--- src/rtl/cpu_imem_arbiter_pkg.sv ---
// cpu_defs: shared instruction width, IMEM geometry and the
// arbiter state encoding.
package cpu_defs;

    localparam int INSN_W = 48;
    localparam int IMEM_ADDR_W = 11;
    localparam logic [INSN_W-1:0] NOP_INSN = 48'h0;

    typedef enum logic [1:0] {
        IMEM_RUN     = 2'd0,
        IMEM_QUIESCE = 2'd1,
        IMEM_LOAD    = 2'd2,
        IMEM_RESTART = 2'd3
    } imem_state_t;

endpackage

--- src/rtl/cpu_imem_arbiter_if.sv ---
// Loader port of the IMEM arbiter: ownership request, burst access
// and read-return path.
interface cpu_imem_arbiter_if
    import cpu_defs::*;
#(
    parameter int ADDR_W = IMEM_ADDR_W
) ();

    logic              ld_req;
    logic              ld_done;
    logic              ld_we;
    logic [ADDR_W-1:0] ld_addr;
    logic [INSN_W-1:0] ld_wdata;
    logic              ld_grant;
    logic [INSN_W-1:0] ld_rdata;
    logic              ld_rvalid;

    modport master (
        output ld_req,
        output ld_done,
        output ld_we,
        output ld_addr,
        output ld_wdata,
        input  ld_grant,
        input  ld_rdata,
        input  ld_rvalid
    );

    modport slave (
        input  ld_req,
        input  ld_done,
        input  ld_we,
        input  ld_addr,
        input  ld_wdata,
        output ld_grant,
        output ld_rdata,
        output ld_rvalid
    );

endinterface

--- src/rtl/cpu_restart_timer.sv ---
// Down-counter that holds the core in reset for CYCLES cycles
// after a load burst; start loads it, done marks the last cycle.
module cpu_restart_timer #(
    parameter int CYCLES = 4
) (
    input  logic clk,
    input  logic rst_b,
    input  logic start,
    output logic done
);

    localparam int CW = (CYCLES > 1) ? $clog2(CYCLES) : 1;

    logic [CW-1:0] cnt;
    logic          busy;

    always_ff @(posedge clk) begin
        if (rst_b) begin
            cnt  <= '0;
            busy <= 1'b0;
        end else if (start) begin
            cnt  <= CW'(CYCLES - 1);
            busy <= 1'b1;
        end else if (busy) begin
            if (cnt == '0) begin
                busy <= 1'b0;
            end else begin
                cnt <= cnt - 1'b1;
            end
        end
    end

    assign done = busy && (cnt == '0);

endmodule

--- src/rtl/cpu_imem_arbiter.sv ---
// Single-port instruction BRAM arbiter: fetch owns it in RUN, the
// loader owns it in LOAD, and the core restarts from reset afterwards.
module cpu_imem_arbiter
    import cpu_defs::INSN_W, cpu_defs::IMEM_ADDR_W,
           cpu_defs::imem_state_t,
           cpu_defs::IMEM_RUN, cpu_defs::IMEM_QUIESCE,
           cpu_defs::IMEM_LOAD, cpu_defs::IMEM_RESTART;
#(
    parameter int                ADDR_W         = IMEM_ADDR_W,
    parameter int                RESTART_CYCLES = 4,
    parameter logic [INSN_W-1:0] NOP_INSN       = cpu_defs::NOP_INSN
) (
    input  logic               clk,
    input  logic               rst_b,
    input  logic [31:0]        hatch_address,
    output logic [INSN_W-1:0]  hatch_instruction,
    output logic               f_valid,
    output logic               f_fault,
    output logic               f_hold,
    output logic               core_rst,
    cpu_imem_arbiter_if.slave  ld,
    output logic               m_en,
    output logic               m_we,
    output logic [ADDR_W-1:0]  m_addr,
    output logic [INSN_W-1:0]  m_wdata,
    input  logic [INSN_W-1:0]  m_rdata
);

    imem_state_t state;
    imem_state_t state_nx;

    logic oor;
    logic ld_rd;
    logic grant_q;
    logic rvalid_q;
    logic tmr_start;
    logic tmr_done;

    assign oor   = |hatch_address[31:ADDR_W];
    assign ld_rd = (state == IMEM_LOAD) && ld.ld_req && !ld.ld_we;

    assign tmr_start = (state == IMEM_LOAD) && ld.ld_done;

    cpu_restart_timer #(
        .CYCLES (RESTART_CYCLES)
    ) u_timer (
        .clk   (clk),
        .rst_b (rst_b),
        .start (tmr_start),
        .done  (tmr_done)
    );

    // Status flags are registered from the next state so they line
    // up with the state the arbiter is in during that cycle.
    always_ff @(posedge clk) begin
        if (rst_b) begin
            state    <= IMEM_RUN;
            f_hold   <= 1'b0;
            core_rst <= 1'b0;
            grant_q  <= 1'b0;
            f_valid  <= 1'b0;
            f_fault  <= 1'b0;
            rvalid_q <= 1'b0;
        end else begin
            state    <= state_nx;
            f_hold   <= (state_nx != IMEM_RUN);
            core_rst <= (state_nx == IMEM_RESTART);
            grant_q  <= (state_nx == IMEM_LOAD);
            f_valid  <= (state == IMEM_RUN);
            f_fault  <= (state == IMEM_RUN) && oor;
            rvalid_q <= ld_rd;
        end
    end

    always_comb begin
        state_nx = state;
        unique case (state)
            IMEM_RUN:
                if (ld.ld_req) state_nx = IMEM_QUIESCE;
            IMEM_QUIESCE:
                state_nx = IMEM_LOAD;
            IMEM_LOAD:
                if (ld.ld_done) state_nx = IMEM_RESTART;
            IMEM_RESTART:
                if (tmr_done) state_nx = IMEM_RUN;
        endcase
    end

    always_comb begin
        m_en    = 1'b0;
        m_we    = 1'b0;
        m_addr  = hatch_address[ADDR_W-1:0];
        m_wdata = ld.ld_wdata;
        if (!rst_b) begin
            unique case (state)
                IMEM_RUN: begin
                    m_en = !oor;
                end
                IMEM_LOAD: begin
                    m_en   = ld.ld_req;
                    m_we   = ld.ld_req && ld.ld_we;
                    m_addr = ld.ld_addr;
                end
                IMEM_QUIESCE, IMEM_RESTART: begin
                    m_en = 1'b0;
                end
            endcase
        end
    end

    assign hatch_instruction = f_fault ? NOP_INSN : m_rdata;

    assign ld.ld_grant  = grant_q;
    assign ld.ld_rvalid = rvalid_q;
    assign ld.ld_rdata  = m_rdata;

endmodule

--- src/flat_wrapper.sv ---
// flat-port wrapper written by rule: the top's interface ports become plain ports
module cpu_imem_arbiter_flat import cpu_defs::INSN_W, cpu_defs::IMEM_ADDR_W,
           cpu_defs::imem_state_t,
           cpu_defs::IMEM_RUN, cpu_defs::IMEM_QUIESCE,
           cpu_defs::IMEM_LOAD, cpu_defs::IMEM_RESTART;
#(
    parameter int                ADDR_W         = IMEM_ADDR_W,
    parameter int                RESTART_CYCLES = 4,
    parameter logic [INSN_W-1:0] NOP_INSN       = cpu_defs::NOP_INSN
)
  (clk, rst_b, hatch_address, hatch_instruction, f_valid, f_fault, f_hold, core_rst, m_en, m_we, m_addr, m_wdata, m_rdata, ld_ld_req, ld_ld_done, ld_ld_we, ld_ld_addr, ld_ld_wdata, ld_ld_grant, ld_ld_rdata, ld_ld_rvalid);
  cpu_imem_arbiter_if #(.ADDR_W(ADDR_W)) ld_i ();
  input  logic clk;
  input  logic rst_b;
  input  logic [31:0] hatch_address;
  output logic [INSN_W-1:0] hatch_instruction;
  output logic f_valid;
  output logic f_fault;
  output logic f_hold;
  output logic core_rst;
  output logic m_en;
  output logic m_we;
  output logic [ADDR_W-1:0] m_addr;
  output logic [INSN_W-1:0] m_wdata;
  input  logic [INSN_W-1:0] m_rdata;
  input wire logic [$bits(ld_i.ld_req)-1:0] ld_ld_req;
  input wire logic [$bits(ld_i.ld_done)-1:0] ld_ld_done;
  input wire logic [$bits(ld_i.ld_we)-1:0] ld_ld_we;
  input wire logic [$bits(ld_i.ld_addr)-1:0] ld_ld_addr;
  input wire logic [$bits(ld_i.ld_wdata)-1:0] ld_ld_wdata;
  output wire logic [$bits(ld_i.ld_grant)-1:0] ld_ld_grant;
  output wire logic [$bits(ld_i.ld_rdata)-1:0] ld_ld_rdata;
  output wire logic [$bits(ld_i.ld_rvalid)-1:0] ld_ld_rvalid;
  assign ld_i.ld_req = ld_ld_req;
  assign ld_i.ld_done = ld_ld_done;
  assign ld_i.ld_we = ld_ld_we;
  assign ld_i.ld_addr = ld_ld_addr;
  assign ld_i.ld_wdata = ld_ld_wdata;
  assign ld_ld_grant = ld_i.ld_grant;
  assign ld_ld_rdata = ld_i.ld_rdata;
  assign ld_ld_rvalid = ld_i.ld_rvalid;
  cpu_imem_arbiter #(.ADDR_W(ADDR_W), .RESTART_CYCLES(RESTART_CYCLES), .NOP_INSN(NOP_INSN)) u_core (.clk(clk), .rst_b(rst_b), .hatch_address(hatch_address), .hatch_instruction(hatch_instruction), .f_valid(f_valid), .f_fault(f_fault), .f_hold(f_hold), .core_rst(core_rst), .ld(ld_i), .m_en(m_en), .m_we(m_we), .m_addr(m_addr), .m_wdata(m_wdata), .m_rdata(m_rdata));
endmodule
--- config.mk ---
export PLATFORM = sky130hd
export DESIGN_NAME = cpu_imem_arbiter_flat
export DESIGN_NICKNAME = d
export VERILOG_FILES = /design/src/rtl/cpu_imem_arbiter_pkg.sv /design/src/rtl/cpu_imem_arbiter_if.sv /design/src/rtl/cpu_restart_timer.sv /design/src/rtl/cpu_imem_arbiter.sv /design/src/flat_wrapper.sv
export SDC_FILE = /design/constraint.sdc
export NUM_CORES = 1
export LEC_CHECK = 0
export ABC_CLOCK_PERIOD_IN_PS = 2300
export BUFFER_PORTS_ARGS = -buffer_cell sky130_fd_sc_hd__buf_2
export CAP_MARGIN = 20
export CORE_AREA = 2 2 118 120
export CTS_BUF_LIST = sky130_fd_sc_hd__clkbuf_2
export DETAILED_ROUTE_END_ITERATION = 8
export DIE_AREA = 0 0 120 122
export PLACE_DENSITY_LB_ADDON = 0.3
export SYNTH_ARGS = -nofsm -noshare
export SYNTH_HDL_FRONTEND = slang
export SYNTH_SLANG_ARGS = --single-unit
--- constraint.sdc ---
create_clock -name clk -period 2.3 [get_ports clk]
set_clock_uncertainty 0.2 [all_clocks]
set_input_delay 0.46 -clock clk [delete_from_list [all_inputs] [get_ports clk]]
set_output_delay 0.46 -clock clk [all_outputs]
set_load 0.01 [all_outputs]
==> results.json <==
{
  "status": "finished, violations left",
  "violations": "setup timing",
  "peakVddDrop_v": 0.000168,
  "fillerInstances": 1539,
  "synth_ff_type": "dfxtp_1",
  "ys_warn_count": 0,
  "wl_per_cell_um": 9.43,
  "arrival_ps": 1820,
  "layout_commonest_cell": "buf_2",
  "tritoncts": "done",
  "hp-class": "input port to flop",
  "vias": 1679,
  "fp.dieH_um": 122,
  "worst_path_max_delay_cell": "or4_4",
  "reg2reg_from": "u_core.u_timer.cnt[0]$_SDFFE_PP0P_",
  "synth_area_um2": 1640,
  "grt_max_degree": 50,
  "design_area_um2": 2240,
  "synthArstFlopShare": 0,
  "drive_gt1_frac": 0.738,
  "synth_seq_cells": 11,
  "grt_antenna_before_repair": 0,
  "worstPathRequired_ps": 1640,
  "worst_slew_pin_slew_ps": 486,
  "via_per_inst": 3.33,
  "clock_sinks": 11,
  "setup_viol": 1,
  "antenna_left": 0,
  "antenna_cells": 0,
  "fin_crit_sh": 1.08,
  "place_ws_ps": -219,
  "drv_cap": 0,
  "p_leak_nw": 1.23,
  "port_buffers": 210,
  "drv_slew": 0,
  "cts_max_level": 1,
  "die_w_um": 120,
  "finalHoldViolations": 0,
  "synth_fp_nets": 354,
  "cpPeakStageDelay_ps": 520,
  "clock_path_buffers": 2,
  "hpwl_mm": 4.14,
  "syn_inst": 209,
  "grt_pass1_vias": 1509,
  "insertion_delay_ps": 260,
  "path_clk_slew_ps": 130,
  "yosysSeqAreaShare": 0.134,
  "firstDrtPassIters": 4,
  "crit_path_start_kind": "input port",
  "end_kind": "output pin",
  "ff2ff_setup_slack_ps": 720,
  "period_minus_slack_ps": 2480,
  "grt_usage": 0.0547,
  "syn_area_per_cell_um2": 7.84,
  "synth_edf_count": 0,
  "rsz0062_at_grt": "true",
  "synthToLayoutAreaGrowth_pct": 36.6,
  "drc": 0,
  "synth_area_leaders": "buf_4, nor2b_1, dfxtp_1, mux2_2, clkbuf_1",
  "final_nets": 470,
  "timing.fmax_mhz": 403,
  "p_per_area_nw_per_um2": 344,
  "placed_area_um2": 2200,
  "core-area_um2": 13500,
  "ios": 307,
  "crit_fanout": 2,
  "std_cell_rows": 43,
  "reg2reg_depth": 5,
  "relSlewSlack": 0.676,
  "min_to": "u_core.ld.ld_rvalid$_SDFF_PP0_",
  "yosysTopAreaCellShare": 0.440,
  "fin_ws_ps": -180,
  "cts-root-buf": "clkbuf_2",
  "critPathKind": "input port to output pin",
  "tns_ps": -180,
  "cts_setup_buffers": 0,
  "fin_hold_ws_ps": 149,
  "post_synth_num_cell_types": 31,
  "synth_area_leader_cell": "buf_4",
  "wl_mm": 4.75,
  "overflow": 0,
  "die_area_um2": 14600,
  "rr_endpoint": "u_core.u_timer.cnt[1]$_SDFFE_PP0P_",
  "initial_core_util": 0.121,
  "finish.utilization": 0.166,
  "hold_start": "ld_ld_we",
  "hold-path-cell-count": 2,
  "drtIter0Drc": 26,
  "mostFrequentLayoutCells": "buf_2, nor2b_1, mux2_2",
  "crit_chain": "buf_6, or4_4, or4b_4, o21ai_2, buf_2",
  "gp_congestion": 0.743,
  "grt_pass1_wl_mm": 6.53,
  "cts_inserted_buffers": 3
}
==> through the flow <==
stage / instances / power [mW]
6_report: 504 / 0.771
4_1_cts: 504 / 0.789
3_5_place_dp: 500 / 0.663
3_3_place_gp: 500 / 0.661
2_1_floorplan: 209 / 0.565
5_1_grt: 504 / 0.839
==> state kept, by name, summed over array words and instances, names as in the netlist <==
register and count:
u_core.state 2, u_core.u_timer.cnt 2, u_core.core_rst 1, u_core.f_fault 1, u_core.f_hold 1, u_core.f_valid 1, u_core.ld.ld_grant 1, u_core.ld.ld_rvalid 1
u_core.u_timer.busy 1
==> cell type report <==
class                           instances  area [µm²]  share of cell area
Sequential cell                        11         225               0.101
Inverter                                3        11.3             0.00503
Tap cell                              180         225               0.101
Multi-Input combinational cell         92         667               0.298
Clock buffer                            4        20.0             0.00894
Timing Repair Buffer                  214        1090               0.487
==> cells in the mapped netlist, types with 3 or more instances <==
library cell	number
a21oi_1	3
buf_4	96
clkbuf_1	6
dfxtp_1	11
inv_1	3
mux2_2	12
nor2_1	4
nor2b_1	49
nor4_1	3
==> worst max-delay path, delay by kind of cell <==
kind	cells	cell delay (ps)
AO/OA/AOI/OAI	1	120
AND/OR/NAND/NOR	2	1010
buffers and inverters	2	230
==> metal layers <==
metal  routed length [µm]  track usage
met1                 1650       0.0576
met2                 2420        0.105
met3                  632       0.0140
met4                   53       0.0176
met5                    0            0
==> repair_timing <==
action | in CTS | in global routing
pin swaps | 1 | 0
setup endpoints to repair | 11 | 12
gates resized for setup | 3 | 3
gates cloned | 0 | 0
hold buffers | 0 | 0
==> how the worst max path moves through the flow <==
stage	slack (ps)	cells past startpoint	endpoint	start
3_5_place_dp	-220	5	m_en	hatch_address[12]
5_1_grt	-220	5	m_en	hatch_address[12]
3_3_place_gp	-200	5	m_en	hatch_address[12]
2_1_floorplan	-8	3	m_en	hatch_address[12]
6_report	-180	5	m_en	hatch_address[12]
4_1_cts	-190	5	m_en	hatch_address[12]
==> cell families after synthesis <==
family,synth area share
flip-flops,0.134
AO/OA/AOI/OAI,0.0389
multiplexers,0.0824
XOR/XNOR,0.00534
AND/OR/NAND/NOR,0.268
buffers and inverters,0.463
adder cells (fa/ha/maj),0.00763
==> power by group <==
part           switching [mW]  internal (mW)  total (mW)
logic                   0.222          0.218       0.440
registers              0.0104          0.205       0.216
clock network          0.0690         0.0462       0.115
total                   0.301          0.470       0.771
Power figures use the tool's default switching activity.
